<file path="config.mk">
export PLATFORM = sky130hd
export DESIGN_NAME = shift_load_ctrl
export DESIGN_NICKNAME = d
export VERILOG_FILES = /design/src/rtl/shift_ctrl_pkg.sv /design/src/rtl/btn_debounce.sv /design/src/rtl/shift_load_ctrl.sv
export SDC_FILE = /design/constraint.sdc
export NUM_CORES = 1
export LEC_CHECK = 0
export BUFFER_PORTS_ARGS = -buffer_cell sky130_fd_sc_hd__buf_4
export CAP_MARGIN = 10
export CORE_MARGIN = 5
export CORE_UTILIZATION = 55
export DETAILED_ROUTE_END_ITERATION = 12
export GPL_TIMING_DRIVEN = 0
export PLACE_DENSITY_LB_ADDON = 0.2
export SYNTH_ARGS = -nofsm -noshare
export SYNTH_HDL_FRONTEND = slang
export SYNTH_HIERARCHICAL = 1
export SYNTH_SLANG_ARGS = --single-unit
</file>
<file path="constraint.sdc">
create_clock -name clk -period 1.6 [get_ports clk]
set_input_delay 0.08 -clock clk [delete_from_list [all_inputs] [get_ports clk]]
set_output_delay 0.08 -clock clk [all_outputs]
set_load 0.05 [all_outputs]
</file>
<file path="src/rtl/shift_ctrl_pkg.sv">
// Shared types and default timing constants for the shift-register sequencing controller.
package shift_ctrl_pkg;

    typedef enum logic [1:0] {
        IDLE     = 2'd0,
        LOAD     = 2'd1,
        WAIT_REL = 2'd2,
        CLEAR    = 2'd3
    } ctrl_state_t;

    // 10 ms at 100 MHz
    localparam int unsigned DefDebCycles  = 1_000_000;
    localparam int unsigned DefScanCycles = 100_000;
    localparam int unsigned DefClrCycles  = 2;

endpackage

</file>
<file path="src/rtl/btn_debounce.sv">
// Push-button conditioner: 2-flop synchronizer, stability debouncer and registered rise pulse.
module btn_debounce
    import shift_ctrl_pkg::*;
#(
    parameter int unsigned DEB_CYCLES = DefDebCycles
) (
    input  logic clk,
    input  logic rst,
    input  logic btn,
    output logic level,
    output logic rise
);

    localparam int unsigned CW = $clog2(DEB_CYCLES + 1);

    logic          sync1_q, sync2_q;
    logic          level_q, level_d;
    logic          rise_q, rise_d;
    logic [CW-1:0] cnt_q, cnt_d;

    // The level flips once DEB_CYCLES mismatching samples have been counted and one more
    // mismatch arrives; any agreeing sample zeroes the count.
    always_comb begin
        level_d = level_q;
        rise_d  = 1'b0;
        cnt_d   = '0;
        if (sync2_q != level_q) begin
            if (cnt_q == CW'(DEB_CYCLES)) begin
                level_d = sync2_q;
                rise_d  = sync2_q;
            end else begin
                cnt_d = cnt_q + 1'b1;
            end
        end
    end

    always_ff @(posedge clk or negedge rst) begin
        if (!rst) begin
            sync1_q <= 1'b0;
            sync2_q <= 1'b0;
            level_q <= 1'b0;
            rise_q  <= 1'b0;
            cnt_q   <= '0;
        end else begin
            sync1_q <= btn;
            sync2_q <= sync1_q;
            level_q <= level_d;
            rise_q  <= rise_d;
            cnt_q   <= cnt_d;
        end
    end

    assign level = level_q;
    assign rise  = rise_q;

endmodule

</file>
<file path="src/rtl/shift_load_ctrl.sv">
// Load/clear sequencer for the left-shift display register plus the digit scan multiplexer.
module shift_load_ctrl
    import shift_ctrl_pkg::*;
#(
    parameter int unsigned DEPTH       = 4,
    parameter int unsigned DEB_CYCLES  = DefDebCycles,
    parameter int unsigned SCAN_CYCLES = DefScanCycles,
    parameter int unsigned CLR_CYCLES  = DefClrCycles
) (
    input  logic                     clk,
    input  logic                     rst,
    input  logic                     btn_load,
    input  logic                     btn_clear,
    input  logic                     full_in,
    output logic                     load,
    output logic                     reject,
    output logic                     shr_rst_n,
    output logic [$clog2(DEPTH)-1:0] digit_idx,
    output logic [DEPTH-1:0]         an_n
);

    localparam int unsigned DW = $clog2(DEPTH);
    localparam int unsigned SW = (SCAN_CYCLES > 1) ? $clog2(SCAN_CYCLES) : 1;
    localparam int unsigned CW = (CLR_CYCLES > 1) ? $clog2(CLR_CYCLES) : 1;

    logic load_level, load_rise;
    logic clear_level, clear_rise;

    btn_debounce #(
        .DEB_CYCLES(DEB_CYCLES)
    ) u_deb_load (
        .clk  (clk),
        .rst  (rst),
        .btn  (btn_load),
        .level(load_level),
        .rise (load_rise)
    );

    btn_debounce #(
        .DEB_CYCLES(DEB_CYCLES)
    ) u_deb_clear (
        .clk  (clk),
        .rst  (rst),
        .btn  (btn_clear),
        .level(clear_level),
        .rise (clear_rise)
    );

    ctrl_state_t   state_q, state_d;
    logic [CW-1:0] clr_cnt_q, clr_cnt_d;
    logic          load_q, load_d;
    logic          reject_q, reject_d;
    logic          shr_rst_n_q, shr_rst_n_d;

    always_comb begin
        state_d   = state_q;
        clr_cnt_d = clr_cnt_q;
        unique case (state_q)
            IDLE: begin
                if (clear_rise) begin
                    state_d = CLEAR;
                end else if (load_rise) begin
                    state_d = full_in ? WAIT_REL : LOAD;
                end
            end
            LOAD: state_d = WAIT_REL;
            WAIT_REL: begin
                if (clear_rise) begin
                    state_d = CLEAR;
                end else if (!load_level) begin
                    state_d = IDLE;
                end
            end
            CLEAR: begin
                if (clr_cnt_q == CW'(CLR_CYCLES - 1)) begin
                    clr_cnt_d = '0;
                    state_d   = load_level ? WAIT_REL : IDLE;
                end else begin
                    clr_cnt_d = clr_cnt_q + 1'b1;
                end
            end
            default: state_d = IDLE;
        endcase
    end

    // Strobes are registered off the next state so they line up with the state they belong to.
    assign load_d      = (state_q == IDLE) && (state_d == LOAD);
    assign reject_d    = (state_q == IDLE) && !clear_rise && load_rise && full_in;
    assign shr_rst_n_d = (state_d != CLEAR);

    always_ff @(posedge clk or negedge rst) begin
        if (!rst) begin
            state_q     <= IDLE;
            clr_cnt_q   <= '0;
            load_q      <= 1'b0;
            reject_q    <= 1'b0;
            shr_rst_n_q <= 1'b0;
        end else begin
            state_q     <= state_d;
            clr_cnt_q   <= clr_cnt_d;
            load_q      <= load_d;
            reject_q    <= reject_d;
            shr_rst_n_q <= shr_rst_n_d;
        end
    end

    logic [SW-1:0]    scan_cnt_q, scan_cnt_d;
    logic [DW-1:0]    digit_q, digit_d;
    logic [DEPTH-1:0] an_n_q, an_n_d;
    logic             scan_wrap;

    always_comb begin
        scan_wrap  = (scan_cnt_q == SW'(SCAN_CYCLES - 1));
        scan_cnt_d = scan_wrap ? '0 : scan_cnt_q + 1'b1;
        digit_d    = digit_q;
        if (scan_wrap) begin
            digit_d = (digit_q == DW'(DEPTH - 1)) ? '0 : digit_q + 1'b1;
        end
        an_n_d = ~(DEPTH'(1) << digit_d);
    end

    always_ff @(posedge clk or negedge rst) begin
        if (!rst) begin
            scan_cnt_q <= '0;
            digit_q    <= '0;
            an_n_q     <= {{(DEPTH - 1){1'b1}}, 1'b0};
        end else begin
            scan_cnt_q <= scan_cnt_d;
            digit_q    <= digit_d;
            an_n_q     <= an_n_d;
        end
    end

    assign load      = load_q;
    assign reject    = reject_q;
    assign shr_rst_n = shr_rst_n_q;
    assign digit_idx = digit_q;
    assign an_n      = an_n_q;

endmodule

</file>
==> flow_summary.yaml, run 1 <==
status:
  status: "finished with violations"
  violations: "negative setup slack"
sta:
  fmaxAchievable_ghz: 0.598
  period_needed_ps: 1670
  hold_viol: 0
  rsz0062_at_grt: "true"
  worst_slack_ps: -73.3
  worst_slew_pin_slew_ps: 943
  relSlewSlack: 0.371
  final_max_slew_viol_count: 0
  fin_skew_ps: 12.0
  setup_viol: 35
  timing.final.crit_share: 1.05
critical_path:
  cp.required_ps: 1830
  r2r_setup_slack_ps: -70
  worst_r2r_endpoint: "digit_idx[1]$_DFF_PN0_"
  crit_type: "register to register"
  arrival_ps: 1910
  r2r_cells: 6
  startpoint_type: "register"
  end_kind: "register"
  crit_fanout: 6
  r2r_start: "scan_cnt_q[1]$_DFF_PN0_"
final_layout:
  fin_area_um2: 5010
  fin_nets: 435
  utilization: 0.746
  layout-drive-gt1-share: 0.441
  antenna_cells: 0
  area_growth_pct: 33.0
clocking:
  cts_buffers: 9
  htreeDepth: 3
  cts_root_buf: "clkbuf_8"
  clkTransAtPathRegs_ps: 80
  clockBufferDepth: 2
  clkLatencyLatePin_ps: 350
  cts_tree: "done"
  cts_sinks: 77
power:
  peakVddDrop_uv: 693
  power.density_nw_per_um2: 757
  power.leakage_uw: 0.00207
worst_hold_path:
  worstHoldEndpoint: "load$_DFF_PN0_"
  hold_depth: 3
  hold_start: "full_in"
  hold_path_class: "input port to register"
die:
  dieArea_um2: 8610
  core_um2: 6720
  chipHeight_um: 92.8
  die_w_um: 92.8
  io_pins: 14
  rows: 30
  start_util: 0.561
route:
  routed_via_density: 5.80
  drt_iter0_drc: 193
  via_count: 2953
  wire_per_inst_um: 16.7
  drc_errors: 0
  dr.pass1.iters: 4
  totalWireLength_um: 8490
  ant_nets: 0
yosys:
  synth_mux_area_frac: 0.0232
  synth_compound_area_frac: 0.0319
  ys.flop_type: "dfrtp_1"
  synth_adder_area_share: 0.0199
  netlist_area_um2: 3770
  synth_top_family_by_area: "simple AND/OR/NAND/NOR gates"
  synth_edf_count: 0
  syn_inst: 352
  synth-seq-cells: 77
  avgSynthCellArea_um2: 10.7
  yosysWarnings: 6
  yosys.area_share.simple: 0.272
  async_flop_share: 1.00
  ys_seq_area_frac: 0.512
  synth_cell_type_count: 43
  synth-xor-area-share: 0.111
  synth_fp_nets: 363
global_route:
  grt_max_degree: 78
  antenna_found_initial: 0
  grt_use_total: 0.188
  gr-total-overflow: 0
  grt_pass1_wl_um: 13000
  grt_pass1_vias: 2835
placement:
  placed_area_um2: 4030
  dp_worst_setup_slack_ps: -348
  gp_congestion: 0.838
  port_buffers: 13
  hpwl_um: 4530
run:
  maxCapViolations: 0
## worst max-delay path, stage by stage, from the launching register on
cell and delay [ps]:
dfrtp_1 420, ha_4 150, and4_4 240, nand4_4 110
nor4_4 170, buf_6 180, mux2_4 300
## power breakdown
part           internal, µW  leakage [µW]  switching [µW]  total, µW
sequential             1960       0.00100            25.3       1990
clock                   883      0.000106             740       1620
combinational          77.6      0.000967             109        187
total                  2920       0.00207             875       3800
## placed cells by master, fill, tap and decap left out, drive strengths merged, types with 2 or more instances in the layout
cell type / Yosys / layout
a21oi: 6 / 6
and3: 9 / 9
and4: 3 / 3
and4b: 3 / 3
and4bb: 2 / 2
buf: 5 / 65
bufinv: 0 / 2
clkbuf: 2 / 9
clkinv: 0 / 2
clkinvlp: 0 / 2
dfrtp: 74 / 74
dfstp: 3 / 3
dlygate4sd3: 0 / 3
ha: 6 / 6
inv: 12 / 13
mux2: 6 / 6
mux2i: 2 / 2
nand2: 18 / 18
nand3: 23 / 23
nand4: 20 / 20
nor2: 52 / 52
nor3: 8 / 8
nor3b: 4 / 4
nor4: 19 / 19
o21ai: 3 / 3
o31ai: 4 / 4
o41ai: 2 / 2
or2: 2 / 2
or3: 2 / 2
or3b: 2 / 2
or4: 4 / 4
xnor2: 33 / 33
xor2: 15 / 15
## what timing repair did
action,4_1_cts,5_1_grt
resized for setup,37,73
hold buffers,3,0
hold endpoints to repair,76,0
buffers inserted,18,25
endpoints found under the setup margin,55,55
gates cloned,0,2
pin swaps,12,27
## Yosys cell counts, drive strengths merged, types with 3 or more instances
library cell / count / area [µm²]
nand4: 20 / 174
nand2: 18 / 67.6
mux2: 6 / 67.6
xnor2: 33 / 289
and4: 3 / 30.0
nand3: 23 / 115
inv: 12 / 45.0
and3: 9 / 56.3
o31ai: 4 / 30.0
dfstp: 3 / 78.8
a21oi: 6 / 37.5
xor2: 15 / 131
nor4: 19 / 146
o21ai: 3 / 22.5
nor3b: 4 / 30.0
nor3: 8 / 40.0
buf: 5 / 56.3
dfrtp: 74 / 1850
ha: 6 / 75.1
nor2: 52 / 195
and4b: 3 / 30.0
or4: 4 / 30.0
## final cells by class
class / instances / area [µm²]
timing repair buffer: 61 / 504
tap: 80 / 100
fill: 406 / 1700
buffer: 7 / 78.8
clock inverter: 7 / 97.6
clock buffer: 9 / 124
sequential: 77 / 1960
inverter: 12 / 45.0
multi-input combinational: 256 / 2110
## logic make-up after synthesis
family,count (synthesis)
AOI/OAI and AO/OA,17
xor gates and xnor gates,48
adders and majority gates,6
buffers and inverters,19
DFF,77
muxes,8
and+or+nand+nor,177
## routing by layer
metal | wire [µm] | global-route usage | share of wire | vias up
met4 | 89 | 0.0806 | 0.010 | 0
met1 | 3670 | 0.244 | 0.43 | 1452
met2 | 4320 | 0.302 | 0.51 | 98
li1 | - | - | - | 1392
met5 | 0 | 0 | 0 | -
met3 | 404 | 0.0414 | 0.048 | 11
## sequential cells by signal, indices dropped and copies added (netlist names), 2 cells and up
signal / count
an_n: 4
u_deb_load/cnt_q: 20
digit_idx: 2
scan_cnt_q: 17
u_deb_clear/cnt_q: 20
state_q: 2
## how the worst max path moves through the flow
stage	cells after the start	endpoint	start
global placement	6	u_deb_clear/cnt_q[0]$_DFF_PN0_	u_deb_clear/cnt_q[2]$_DFF_PN0_
global route	5	u_deb_load/cnt_q[18]$_DFF_PN0_	u_deb_load/cnt_q[1]$_DFF_PN0_
detailed placement	6	u_deb_load/cnt_q[15]$_DFF_PN0_	u_deb_load/cnt_q[2]$_DFF_PN0_
CTS	5	digit_idx[1]$_DFF_PN0_	scan_cnt_q[14]$_DFF_PN0_
floorplan	5	digit_idx[0]$_DFF_PN0_	scan_cnt_q[0]$_DFF_PN0_
finish	6	digit_idx[1]$_DFF_PN0_	scan_cnt_q[1]$_DFF_PN0_
## through the flow
stage	total power, µW	hold slack [ps]	instances	TNS (ps)
final	3800	26.3	509	-1110
after global routing	3950	10.1	509	-3570
after CTS	3780	4.52	482	-1210
after detailed placement	2140	191	445	-12380
after global placement	2140	190	445	-11290
after floorplan	2070	-216	352	-514
Power figures use the tool's default switching activity.
==> inputs of run 2 (changes only) <==
--- a/config.mk
+++ b/config.mk
@@ -9,6 +9,7 @@
 export CAP_MARGIN = 10
 export CORE_MARGIN = 5
 export CORE_UTILIZATION = 55
+export CTS_BUF_LIST = sky130_fd_sc_hd__clkbuf_2
 export DETAILED_ROUTE_END_ITERATION = 12
 export GPL_TIMING_DRIVEN = 0
 export PLACE_DENSITY_LB_ADDON = 0.2
==> flow_summary.yaml, run 2 (synthesis gave the netlist of run 1 again) <==
power:
  peakVddDrop_uv: 567
  combPwrFrac: 0.055
  power.leakage_uw: 0.00212
  power.internal_uw: 2570
  clkPwrFrac: 0.363
  power.density_nw_per_um2: 676
  p_switching_uw: 853
  p_total_uw: 3420
  sw_frac_of_total: 0.249
  p_seq_frac: 0.582
route:
  met1_length_um: 3790
  dr.pass1.iters: 4
  wl_met3_um: 330
  ant_nets: 0
  totalWireLength_um: 9010
  drc_errors: 0
  wl_met2_um: 4640
  routed_via_density: 5.84
  drt_iter0_drc: 132
  via_count: 3053
  wire_per_inst_um: 17.2
  highest_layer: "met4"
worst_hold_path:
  hold_depth: 2
  hold_path_class: "input port to register"
  worstHoldEndpoint: "u_deb_clear/sync1_q$_DFF_PN0_"
  hold_start: "btn_clear"
clocking:
  cts_sinks: 77
  cts_tree: "done"
  clkLatencyLatePin_ps: 520
  htreeDepth: 3
  clockBufferDepth: 2
  clkTransAtPathRegs_ps: 230
  cts_buffers: 9
  cts_root_buf: "clkbuf_2"
final_layout:
  layout_common_cells: "62 x buf_4, 56 x dfrtp_1, 32 x xnor2_1"
  area_growth_pct: 34.3
  top_regs: "u_deb_clear/cnt_q: 20 flops, u_deb_load/cnt_q: 20 flops, scan_cnt_q: 17 flops"
  final_common_cell: "buf_4"
  fin_nets: 449
  layout-drive-gt1-share: 0.433
  antenna_cells: 0
  fin_area_um2: 5060
sta:
  fmaxAchievable_ghz: 0.576
  fin_skew_ps: 29.9
  final_max_slew_viol_count: 0
  rsz0062_at_grt: "true"
  hold_viol: 0
  setup-tns-final_ps: -3130
  worst_slack_ps: -137
  relSlewSlack: 0.367
  setup_viol: 51
  timing.final.crit_share: 1.09
  period_needed_ps: 1740
  worst_slew_pin_slew_ps: 949
die:
  rows: 30
  start_util: 0.561
  die_w_um: 92.8
  io_pins: 14
  dieArea_um2: 8610
  core_um2: 6720
  chipHeight_um: 92.8
critical_path:
  critPathBufInv: 2
  cpLargestDelayFamily: "simple AND/OR/NAND/NOR gates"
  slowest_stage: "dfrtp_1"
  startpoint_type: "register"
  arrival_ps: 2150
  crit_type: "register to register"
  critPathMaxStageDelay_ps: 440
  crit_path_frequent_cell: "buf_6"
  worst_r2r_endpoint: "u_deb_load/cnt_q[13]$_DFF_PN0_"
  r2r_start: "u_deb_load/cnt_q[4]$_DFF_PN0_"
  r2r_setup_slack_ps: -140
  crit_fanout: 6
  startpoint: "u_deb_load/cnt_q[4]$_DFF_PN0_"
  end_kind: "register"
  r2r_cells: 6
  cp.required_ps: 2010
  cp_cell_sequence: "buf_6 -> nor4_4 -> nand3_2 -> o21ai_4 -> buf_6 -> nor2_2"
status:
  violations: "negative setup slack"
  status: "finished with violations"
placement:
  port_buffers: 13
  gp_congestion: 0.838
  hpwl_um: 4530
  placed_area_um2: 4030
global_route:
  gr-total-overflow: 0
  grt_pass1_vias: 2997
  grt_use_total: 0.195
  grt_pass1_wl_um: 13600
  antenna_found_initial: 0
  grt_max_degree: 78
run:
  maxCapViolations: 0
## run 2: cell count changes in the layout (fill, tap and decap cells not counted), moves of 3 or more
cell      before  now
buf_4         51   62
clkbuf_2       0    9
clkbuf_8       9    0
nand3_2        6    3
nor2_2        22   12
nor2_4         3   11
## run 2: power by group through the flow
| stage | logic (µW) | registers [µW] | clock network (µW) |
|---|---|---|---|
| CTS | 154 | 1990 | 1250 |
| finish | 189 | 1990 | 1240 |
| floorplan | 55.9 | 2020 | 0 |
| detailed placement | 116 | 2020 | 0 |
| global placement | 114 | 2020 | 0 |
| global route | 208 | 2000 | 1360 |
## run 2: timing repair
| item | CTS | global route |
|---|---|---|
| setup endpoints to repair | 56 | 56 |
| hold buffers | 4 | 0 |
| gates cloned | 0 | 2 |
| hold endpoints to repair | 81 | 0 |
| resized for setup | 37 | 69 |
| pin swaps | 14 | 24 |
| buffers inserted | 38 | 18 |
## run 2: per-stage QoR
| step | util | std cells | worst slack (ps) | hold slack [ps] |
|---|---|---|---|---|
| finish | 0.754 | 523 | -137 | 186 |
| global route | 0.754 | 523 | -229 | 129 |
| CTS | 0.694 | 503 | -112 | 147 |
| detailed placement | 0.600 | 445 | -348 | 191 |
| global placement | 0.600 | 445 | -305 | 190 |
| floorplan | - | 352 | -127 | -216 |
## run 2: worst max-delay path by stage
stage	to	slack [ps]	cells past startpoint
global route	u_deb_load/cnt_q[9]$_DFF_PN0_	-230	6
CTS	digit_idx[1]$_DFF_PN0_	-110	6
global placement	u_deb_clear/cnt_q[0]$_DFF_PN0_	-300	6
detailed placement	u_deb_load/cnt_q[15]$_DFF_PN0_	-350	6
finish	u_deb_load/cnt_q[13]$_DFF_PN0_	-140	6
floorplan	digit_idx[0]$_DFF_PN0_	-130	5
## run 2: routing by layer
layer  vias to the layer above  track usage
met5                         -            0
met4                         0       0.0757
met3                        28       0.0496
met2                        85        0.311
met1                      1509        0.254
li1                       1431            -
## run 2: layout make-up
cell class,instances,area [µm²]
fill,434,1660
sequential,77,1950
timing repair buffer,75,619
multi-input combinational,256,2130
inverter,12,45.0
tap,80,100
buffer,7,75.1
clock buffer,9,45.0
clock inverter,7,97.6
